## src/rtl/control_sequencer_if.sv

```systemverilog
// control_sequencer_if: decode-stage bundle between fetch/decode, the control
// sequencer and execute.
//   master : fetch/decode side; drives opcode, instr_valid, flush and the data
//            bus bus_ready; receives the registered control set.
//   slave  : the control sequencer; the mirror image of master.
interface control_sequencer_if;
  logic [6:0] opcode;
  logic       instr_valid;
  logic       flush;
  logic       bus_ready;

  logic [2:0] cs_imm_src;
  logic       cs_reg_write;
  logic       cs_reg_1_zero;
  logic       cs_alu_src;
  logic [1:0] cs_alu_control;
  logic [1:0] cs_mem_to_reg;
  logic [1:0] cs_branch_op;
  logic       cs_bus_read;
  logic       cs_bus_write;
  logic       cs_stall;
  logic       cs_illegal;
  logic       cs_bus_error;

  modport master (
    output opcode, instr_valid, flush, bus_ready,
    input  cs_imm_src, cs_reg_write, cs_reg_1_zero, cs_alu_src, cs_alu_control,
           cs_mem_to_reg, cs_branch_op, cs_bus_read, cs_bus_write, cs_stall,
           cs_illegal, cs_bus_error
  );

  modport slave (
    input  opcode, instr_valid, flush, bus_ready,
    output cs_imm_src, cs_reg_write, cs_reg_1_zero, cs_alu_src, cs_alu_control,
           cs_mem_to_reg, cs_branch_op, cs_bus_read, cs_bus_write, cs_stall,
           cs_illegal, cs_bus_error
  );
endinterface

```

## src/rtl/control_sequencer.sv

```systemverilog
// control_sequencer: registered RV32I opcode decoder forming the ID/EX
// boundary, with a memory-wait sequencer (fixed stall counts or bus
// handshake with timeout), flush squash, illegal-opcode pulse and a sticky
// bus-timeout flag.
//   clk   : core clock, rising edge
//   reset : asynchronous, active-high; returns all outputs to the NOP encoding
//   bus   : control_sequencer_if.slave (opcode/valid/flush/bus_ready in,
//           cs_* control set, cs_stall, cs_illegal, cs_bus_error out)
//
// state    | meaning
// ST_RUN   | decoding; a new instruction is captured every clock
// ST_WAIT  | memory op outstanding; control held, fetch stalled
// ST_ERROR | bus timed out; NOP outputs, stalled until reset
module control_sequencer #(
  parameter int BUS_HANDSHAKE      = 0,
  parameter int LOAD_STALL_CYCLES  = 1,
  parameter int STORE_STALL_CYCLES = 0,
  parameter int TIMEOUT_CYCLES     = 15,
  parameter int CNT_W              = 4
) (
  input logic clk,
  input logic reset,
  control_sequencer_if.slave bus
);

  localparam bit HS = (BUS_HANDSHAKE != 0);

  localparam logic [6:0] OP_ARITHR = 7'b0110011;
  localparam logic [6:0] OP_ARITHI = 7'b0010011;
  localparam logic [6:0] OP_CONDBR = 7'b1100011;
  localparam logic [6:0] OP_JAL    = 7'b1101111;
  localparam logic [6:0] OP_JALR   = 7'b1100111;
  localparam logic [6:0] OP_LOAD   = 7'b0000011;
  localparam logic [6:0] OP_STORE  = 7'b0100011;
  localparam logic [6:0] OP_LUI    = 7'b0110111;
  localparam logic [6:0] OP_AUIPC  = 7'b0010111;

  // Counter preloads: fixed mode counts down to zero, handshake mode counts
  // up towards the timeout limit.
  localparam logic [CNT_W-1:0] LOAD_LAST    = CNT_W'(LOAD_STALL_CYCLES - 1);
  localparam logic [CNT_W-1:0] STORE_LAST   = CNT_W'(STORE_STALL_CYCLES - 1);
  localparam logic [CNT_W-1:0] TIMEOUT_LAST = CNT_W'(TIMEOUT_CYCLES - 1);

  typedef struct packed {
    logic [2:0] imm_src;
    logic       reg_write;
    logic       reg_1_zero;
    logic       alu_src;
    logic [1:0] alu_control;
    logic [1:0] mem_to_reg;
    logic [1:0] branch_op;
    logic       bus_read;
    logic       bus_write;
  } ctrl_t;

  localparam ctrl_t NOP = '0;

  typedef enum logic [1:0] {
    ST_RUN   = 2'd0,
    ST_WAIT  = 2'd1,
    ST_ERROR = 2'd2
  } state_t;

  state_t           state;
  logic [CNT_W-1:0] cnt;
  ctrl_t            ctrl_q;
  logic             illegal_q;
  logic             bus_error_q;

  ctrl_t            dec;
  logic             known;
  ctrl_t            cap_ctrl;
  logic             cap_illegal;
  logic             cap_wait;
  logic [CNT_W-1:0] cap_cnt;
  logic             wait_done;
  logic             capture;

  always_comb begin
    dec   = NOP;
    known = 1'b1;
    case (bus.opcode)
      OP_ARITHR: dec = ctrl_t'(14'b000_1_0_0_11_00_00_0_0);
      OP_ARITHI: dec = ctrl_t'(14'b001_1_0_1_10_00_00_0_0);
      OP_CONDBR: dec = ctrl_t'(14'b011_0_0_0_01_00_01_0_0);
      OP_JAL:    dec = ctrl_t'(14'b100_1_1_1_00_10_10_0_0);
      OP_JALR:   dec = ctrl_t'(14'b001_1_0_1_00_10_11_0_0);
      OP_LOAD:   dec = ctrl_t'(14'b001_1_0_1_00_01_00_1_0);
      OP_STORE:  dec = ctrl_t'(14'b010_0_0_1_00_00_00_0_1);
      OP_LUI:    dec = ctrl_t'(14'b000_1_1_1_00_00_00_0_0);
      OP_AUIPC:  dec = ctrl_t'(14'b101_1_0_1_00_11_00_0_0);
      default:   known = 1'b0;
    endcase
  end

  // What would be registered if an instruction is taken this edge.
  // Priority: flush > !instr_valid > decode.
  always_comb begin
    cap_ctrl    = NOP;
    cap_illegal = 1'b0;
    cap_wait    = 1'b0;
    cap_cnt     = '0;
    if (bus.instr_valid && !bus.flush) begin
      if (!known) begin
        cap_illegal = 1'b1;
      end else begin
        cap_ctrl = dec;
        if (bus.opcode == OP_LOAD) begin
          cap_wait = HS || (LOAD_STALL_CYCLES != 0);
          cap_cnt  = HS ? '0 : LOAD_LAST;
        end else if (bus.opcode == OP_STORE) begin
          cap_wait = HS || (STORE_STALL_CYCLES != 0);
          cap_cnt  = HS ? '0 : STORE_LAST;
        end
      end
    end
  end

  // Leaving WAIT captures the next instruction on the same edge, so
  // back-to-back memory ops stall without a bubble. Ready beats timeout.
  assign wait_done = HS ? bus.bus_ready : (cnt == '0);
  assign capture   = (state == ST_RUN) || ((state == ST_WAIT) && wait_done);

  always_ff @(posedge clk or posedge reset) begin
    if (reset) begin
      state       <= ST_RUN;
      cnt         <= '0;
      ctrl_q      <= NOP;
      illegal_q   <= 1'b0;
      bus_error_q <= 1'b0;
    end else if (capture) begin
      ctrl_q    <= cap_ctrl;
      illegal_q <= cap_illegal;
      cnt       <= cap_cnt;
      state     <= cap_wait ? ST_WAIT : ST_RUN;
    end else begin
      illegal_q <= 1'b0;
      if (state == ST_WAIT) begin
        if (HS && (cnt == TIMEOUT_LAST)) begin
          state       <= ST_ERROR;
          ctrl_q      <= NOP;
          bus_error_q <= 1'b1;
        end else if (HS) begin
          cnt <= cnt + 1'b1;
        end else begin
          cnt <= cnt - 1'b1;
        end
      end
    end
  end

  assign bus.cs_imm_src     = ctrl_q.imm_src;
  assign bus.cs_reg_write   = ctrl_q.reg_write;
  assign bus.cs_reg_1_zero  = ctrl_q.reg_1_zero;
  assign bus.cs_alu_src     = ctrl_q.alu_src;
  assign bus.cs_alu_control = ctrl_q.alu_control;
  assign bus.cs_mem_to_reg  = ctrl_q.mem_to_reg;
  assign bus.cs_branch_op   = ctrl_q.branch_op;
  assign bus.cs_bus_read    = ctrl_q.bus_read;
  assign bus.cs_bus_write   = ctrl_q.bus_write;
  assign bus.cs_stall       = (state != ST_RUN);
  assign bus.cs_illegal     = illegal_q;
  assign bus.cs_bus_error   = bus_error_q;

endmodule

```

## src/flat_wrapper.sv

```systemverilog
// flat-port wrapper written by rule: the top's interface ports become plain ports
module control_sequencer_flat 
#(
  parameter int BUS_HANDSHAKE      = 0,
  parameter int LOAD_STALL_CYCLES  = 1,
  parameter int STORE_STALL_CYCLES = 0,
  parameter int TIMEOUT_CYCLES     = 15,
  parameter int CNT_W              = 4
)
  (clk, reset, bus_opcode, bus_instr_valid, bus_flush, bus_bus_ready, bus_cs_imm_src, bus_cs_reg_write, bus_cs_reg_1_zero, bus_cs_alu_src, bus_cs_alu_control, bus_cs_mem_to_reg, bus_cs_branch_op, bus_cs_bus_read, bus_cs_bus_write, bus_cs_stall, bus_cs_illegal, bus_cs_bus_error);
  control_sequencer_if bus_i ();
  input logic clk;
  input logic reset;
  input wire logic [$bits(bus_i.opcode)-1:0] bus_opcode;
  input wire logic [$bits(bus_i.instr_valid)-1:0] bus_instr_valid;
  input wire logic [$bits(bus_i.flush)-1:0] bus_flush;
  input wire logic [$bits(bus_i.bus_ready)-1:0] bus_bus_ready;
  output wire logic [$bits(bus_i.cs_imm_src)-1:0] bus_cs_imm_src;
  output wire logic [$bits(bus_i.cs_reg_write)-1:0] bus_cs_reg_write;
  output wire logic [$bits(bus_i.cs_reg_1_zero)-1:0] bus_cs_reg_1_zero;
  output wire logic [$bits(bus_i.cs_alu_src)-1:0] bus_cs_alu_src;
  output wire logic [$bits(bus_i.cs_alu_control)-1:0] bus_cs_alu_control;
  output wire logic [$bits(bus_i.cs_mem_to_reg)-1:0] bus_cs_mem_to_reg;
  output wire logic [$bits(bus_i.cs_branch_op)-1:0] bus_cs_branch_op;
  output wire logic [$bits(bus_i.cs_bus_read)-1:0] bus_cs_bus_read;
  output wire logic [$bits(bus_i.cs_bus_write)-1:0] bus_cs_bus_write;
  output wire logic [$bits(bus_i.cs_stall)-1:0] bus_cs_stall;
  output wire logic [$bits(bus_i.cs_illegal)-1:0] bus_cs_illegal;
  output wire logic [$bits(bus_i.cs_bus_error)-1:0] bus_cs_bus_error;
  assign bus_i.opcode = bus_opcode;
  assign bus_i.instr_valid = bus_instr_valid;
  assign bus_i.flush = bus_flush;
  assign bus_i.bus_ready = bus_bus_ready;
  assign bus_cs_imm_src = bus_i.cs_imm_src;
  assign bus_cs_reg_write = bus_i.cs_reg_write;
  assign bus_cs_reg_1_zero = bus_i.cs_reg_1_zero;
  assign bus_cs_alu_src = bus_i.cs_alu_src;
  assign bus_cs_alu_control = bus_i.cs_alu_control;
  assign bus_cs_mem_to_reg = bus_i.cs_mem_to_reg;
  assign bus_cs_branch_op = bus_i.cs_branch_op;
  assign bus_cs_bus_read = bus_i.cs_bus_read;
  assign bus_cs_bus_write = bus_i.cs_bus_write;
  assign bus_cs_stall = bus_i.cs_stall;
  assign bus_cs_illegal = bus_i.cs_illegal;
  assign bus_cs_bus_error = bus_i.cs_bus_error;
  control_sequencer #(.BUS_HANDSHAKE(BUS_HANDSHAKE), .LOAD_STALL_CYCLES(LOAD_STALL_CYCLES), .STORE_STALL_CYCLES(STORE_STALL_CYCLES), .TIMEOUT_CYCLES(TIMEOUT_CYCLES), .CNT_W(CNT_W)) u_core (.clk(clk), .reset(reset), .bus(bus_i));
endmodule
```

## config.mk

```make
export PLATFORM = sky130hd
export DESIGN_NAME = control_sequencer_flat
export DESIGN_NICKNAME = d
export VERILOG_FILES = /design/src/rtl/control_sequencer_if.sv /design/src/rtl/control_sequencer.sv /design/src/flat_wrapper.sv
export SDC_FILE = /design/constraint.sdc
export NUM_CORES = 1
export LEC_CHECK = 0
export ABC_AREA = 0
export CORE_AREA = 2 2 50 52
export DETAILED_ROUTE_END_ITERATION = 10
export DIE_AREA = 0 0 52 54
export GPL_TIMING_DRIVEN = 1
export HOLD_SLACK_MARGIN = 0.1
export MAX_ROUTING_LAYER = met4
export PLACE_DENSITY_LB_ADDON = 0.05
export SKIP_CTS_REPAIR_TIMING = 1
export SYNTH_ARGS = -nofsm -noshare
export SYNTH_HDL_FRONTEND = slang
export SYNTH_SLANG_ARGS = --single-unit
```

## constraint.sdc

```tcl
create_clock -name clk -period 3.7 [get_ports clk]
set_input_delay 0.37 -clock clk [delete_from_list [all_inputs] [get_ports clk]]
set_output_delay 0.37 -clock clk [all_outputs]
set_load 0.02 [all_outputs]
```

Yosys cells after proc, flatten, opt, wreduce, memory -nomap -nowiden

Index checks and enable logic that the tools add are counted.

Equality and inequality tests: 10
Reduce and logical (&&, ||, !) cells: 9
Add/subtract/negate cells: 1
Multiplexer cells: 17

Operators by type and width:

| operator              | count |
|---|---|
| $pmux W14 S9          | 1 |
| $mux W14              | 2 |
| $mux W4               | 6 |
| $eq A7 B6 Y1 const B  | 3 |
| $eq A7 B7 Y1 const B  | 3 |
| $eq A7 B5 Y1 const B  | 2 |
| $reduce_or A9 Y1      | 1 |
| $mux W1               | 8 |
| $eq A7 B2 Y1 const B  | 1 |
| $logic_not A4 Y1      | 1 |
| $reduce_bool A2 Y1    | 2 |
| $sub A4 B1 Y4 const B | 1 |
| $eq A2 B1 Y1 const B  | 1 |
| $logic_and A1 B1 Y1   | 2 |
| $logic_not A2 Y1      | 1 |
| $logic_not A1 Y1      | 1 |
| $logic_or A1 B1 Y1    | 1 |

Register bits after elaboration: 21
Input port bits: 12
Logic and storage cells: 49
Output and inout bits: 17

Logic depth before layout (Yosys ltp)

Depth after elaboration: 6
Gate-level depth with buffers: 7
Depth with buffers taken out: 6

Least setup slack after synthesis

No wires, ideal clock.

Kind: register to register
From: reg u_core.cnt[0]
To: reg u_core.ctrl_q, in the netlist u_core.bus.cs_reg_1_zero
Required time: 3605 ps
Setup slack: 1862 ps
Cell stages (with the launch flop): 8
Setup time: 95 ps
Path buffers: 1
Arrival time: 1743 ps
Cells stage by stage: dfrtp_1 -> inv_1 -> ha_1 -> or3b_4 -> a21bo_4 -> or2_0 -> buf_2 -> o31ai_1

Word-level cells in the longest chain between the ends: 3

Ends and longest elaborated chain:

| item                   | RTL line                 | RTL |
|---|---|---|
| start, declared        | control_sequencer.sv:65  | `logic [CNT_W-1:0] cnt;` |
| start signal, assigned | control_sequencer.sv:134 | `cnt <= cap_cnt;` |
| start signal, assigned | control_sequencer.sv:144 | `cnt <= cnt + 1'b1;` |
| start signal, assigned | control_sequencer.sv:146 | `cnt <= cnt - 1'b1;` |
| $logic_not A4 Y1       | control_sequencer.sv:121 | `assign wait_done = HS ? bus.bus_ready : (cnt == '0);` |
| $logic_and A1 B1 Y1    | control_sequencer.sv:122 | `assign capture = (state == ST_RUN) \|\| ((state == ST_WAIT) && wait_done);` |
| $logic_or A1 B1 Y1     | control_sequencer.sv:122 |  |
| end signal, assigned   | control_sequencer.sv:132 | `ctrl_q <= cap_ctrl;` |
| end, declared          | control_sequencer.sv:66  | `ctrl_t ctrl_q;` |

No other way between the ends.
A chain may end at the register's enable or synchronous reset.

Worst setup path after layout

Ends and elaborated chain as after synthesis.

==> impl_metrics.toml <==
[job]
maxCapViolCount = 0

[clock_network]
h-tree-depth = 1
clk_latency_ns = 0.31
clock-sinks = 20
cts_tree = "built"
clk_pin_slew_ns = 0.12
root_buffer = "clkbuf_4"
clk_path_buf_depth = 2
cts_made_buffers = 3

[timing]
slew_headroom = 0.4975
maxSlewViolCount = 0
worst_pin_slew_ns = 0.7530
setup_viol = 0
hold_viol_final = 0
period_share = 0.5390
clock.fmax_mhz = 501.4
rsz0062_at_grt = "false"
fin_crit_ns = 1.994
setup-tns-final_ns = 0
skew_ns = 0.006093

[floorplanning]
ios = 29
die_x_um = 52
fp-row-count = 18
die_h_um = 54
core_sq_mm = 0.002320
dieArea_sq_mm = 0.002808
start_util = 0.4186

[setup_path]
worstPathMaxFanout = 8
endpoint_kind = "flop"
slowest_stage = "dfrtp_1"
reg2reg_slack_ns = 1.71
start_kind = "flop"
rr_endpoint = "u_core.bus.cs_reg_1_zero"
r2r_cells = 6
crit_family = "simple AND/OR/NAND/NOR gates"
cp.required_ns = 3.92
critPathBufInv = 1
timing.rr.start = "u_core.cnt[0]"
critPathArrivalTime_ns = 2.22
cp_cell_sequence = "inv_1 > ha_1 > or3b_4 > a21bo_4 > or2_0 > o31ai_1"
crit_path_max_incr_delay_ns = 0.42
crit_type = "flop to flop"

[synth]
synthTopCellsByArea = "dfrtp_1 52%, nand2_1 7.0%, o21ai_0 5.7%, o31ai_1 3.1%, a32o_1 2.1%"
syn_area_per_cell_sq_um = 9.613
async_flop_share = 1.000
synth_edf_count = 0
ys_seq_elements = 20
synth_top_cell_by_area = "dfrtp_1"
ys_seq_area_frac = 0.5155
synth_cell_type_count = 36
syn-num-nets = 114
yosysWarnings = 1
synthFlopType = "dfrtp_1"
synth_top_area_share = 0.5155
netlist_area_sq_um = 970.9
syn_inst = 101

[power]
p_sw_uw = 96.72
ir_drop_mv = 0.1850
total_power_uw = 395.2
powerDensity_mw_per_mm2 = 308.5
sw_frac_of_total = 0.2447
p_leak_uw = 0.0005453
internal_power_uw = 298.5
seqPwrFrac = 0.558
p_clk_frac = 0.334
combPwrFrac = 0.108

[finish]
area_growth_pct = 31.96
post-route-util = 0.5523
largest_reg_flops = 4
final_nets = 140
regMostFlops = "u_core.cnt"
drive_above_1_share = 0.06349
diodes = 0

[route]
drt_iter0_markers = 15
drc = 0
drt_pass1_iterations = 4
postRouteAntennaNets = 0
wl_mm = 2.038
via_per_inst = 5.295
num_vias = 826
routedWlPerCell_um = 13.06

[grt]
track_usage = 0.1792
grt_remaining_overflow = 0
grt_pass1_wl_mm = 3.622
grt_max_degree = 21
first_global_vias = 807
antenna_found_initial = 0

[placed_design]
portBuffers = 26
place_congestion = 0.7611
dpl.hpwl_mm = 1.515

[min_path]
min_path_type = "input port to async pin"

[run_status]
status = "complete, no violations"
-- cells in the mapped netlist (2+ instances only) --
cell type	n
inv_1	5
o21ai_0	11
o31ai_1	4
xnor2_1	2
a31oi_1	2
a21oi_1	3
dfrtp_1	20
nand3_1	2
nor2_1	5
nand2_1	18
clkbuf_1	3
a32o_1	2
-- worst reg2reg max path, cell delays in order, from the launching register on --
cell and delay (ns):
dfrtp_1 0.42, inv_1 0.07, ha_1 0.17, or3b_4 0.41, a21bo_4 0.26, or2_0 0.31, o31ai_1 0.27
-- per-stage QoR --
stage / area [sq um] / cells / hold slack (ns) / worst slack [ns]
floorplan: 970.9 / 101 / 0.3338 / 1.862
global placement: 1245 / 152 / 0.4577 / 1.548
detailed placement: 1245 / 152 / 0.4692 / 1.508
CTS: 1281 / 156 / 0.4975 / 1.728
global route: 1281 / 156 / 0.5199 / 1.553
finish: 1281 / 156 / 0.4792 / 1.706
-- layout by cell type (no fill, tap or decap), types with 2 or more instances in the layout --
master / count
o21ai_0: 11
xnor2_1: 2
clkdlybuf4s50_1: 26
nand2_1: 18
a21oi_1: 3
a32o_1: 2
inv_1: 5
nor2_1: 5
dfrtp_1: 20
clkbuf_4: 3
o31ai_1: 4
nand3_1: 2
a31oi_1: 2
-- metal layers --
layer  global-route usage  up-vias  share of wire  routed length (um)
met5                    -        -              0                   0
met4              0.05263        0          0.015                  31
met3              0.02500        2          0.031                  63
met2               0.2869       21           0.46                 940
met1               0.2373      401           0.49                1002
li1                     -      402              -                   -
-- cells by family after synthesis --
group	after synthesis	synth area share
and+or+nand+nor	38	0.1985
AOI/OAI and AO/OA	28	0.1985
DFF	20	0.5155
buffers and inverters	10	0.04381
xor gates and xnor gates	3	0.02707
adders and majority gates	1	0.01288
other	1	0.003862
-- power by group through the flow --
stage               sequential [uW]  combinational, uW  clock, uW
floorplan                       226               21.5          0
global placement                225               42.7          0
detailed placement              225               42.9          0
CTS                             220               43.1        134
global route                    221               47.9        142
finish                          220               42.7        132
-- worst max-delay path by stage --
stage | start | endpoint | slack, ns | cells past startpoint
2_1_floorplan | u_core.cnt[0] | u_core.bus.cs_reg_1_zero | 1.86 | 7
3_3_place_gp | bus_opcode[1] | u_core.cnt[1] | 1.55 | 5
3_5_place_dp | bus_opcode[1] | u_core.cnt[2] | 1.51 | 5
4_1_cts | u_core.cnt[0] | u_core.bus.cs_branch_op[1] | 1.73 | 6
5_1_grt | u_core.cnt[0] | u_core.bus.cs_reg_1_zero | 1.55 | 6
6_report | u_core.cnt[0] | u_core.bus.cs_reg_1_zero | 1.71 | 6
-- layout make-up --
cell class | count | area, sq um
Timing Repair Buffer | 26 | 260.3
Tap cell | 30 | 37.54
Multi-Input combinational cell | 71 | 427.9
Fill cell | 222 | 1039
Sequential cell | 20 | 500.5
Inverter | 5 | 18.77
Clock buffer | 4 | 36.28
No activity file was read; power rests on OpenSTA's default activity.
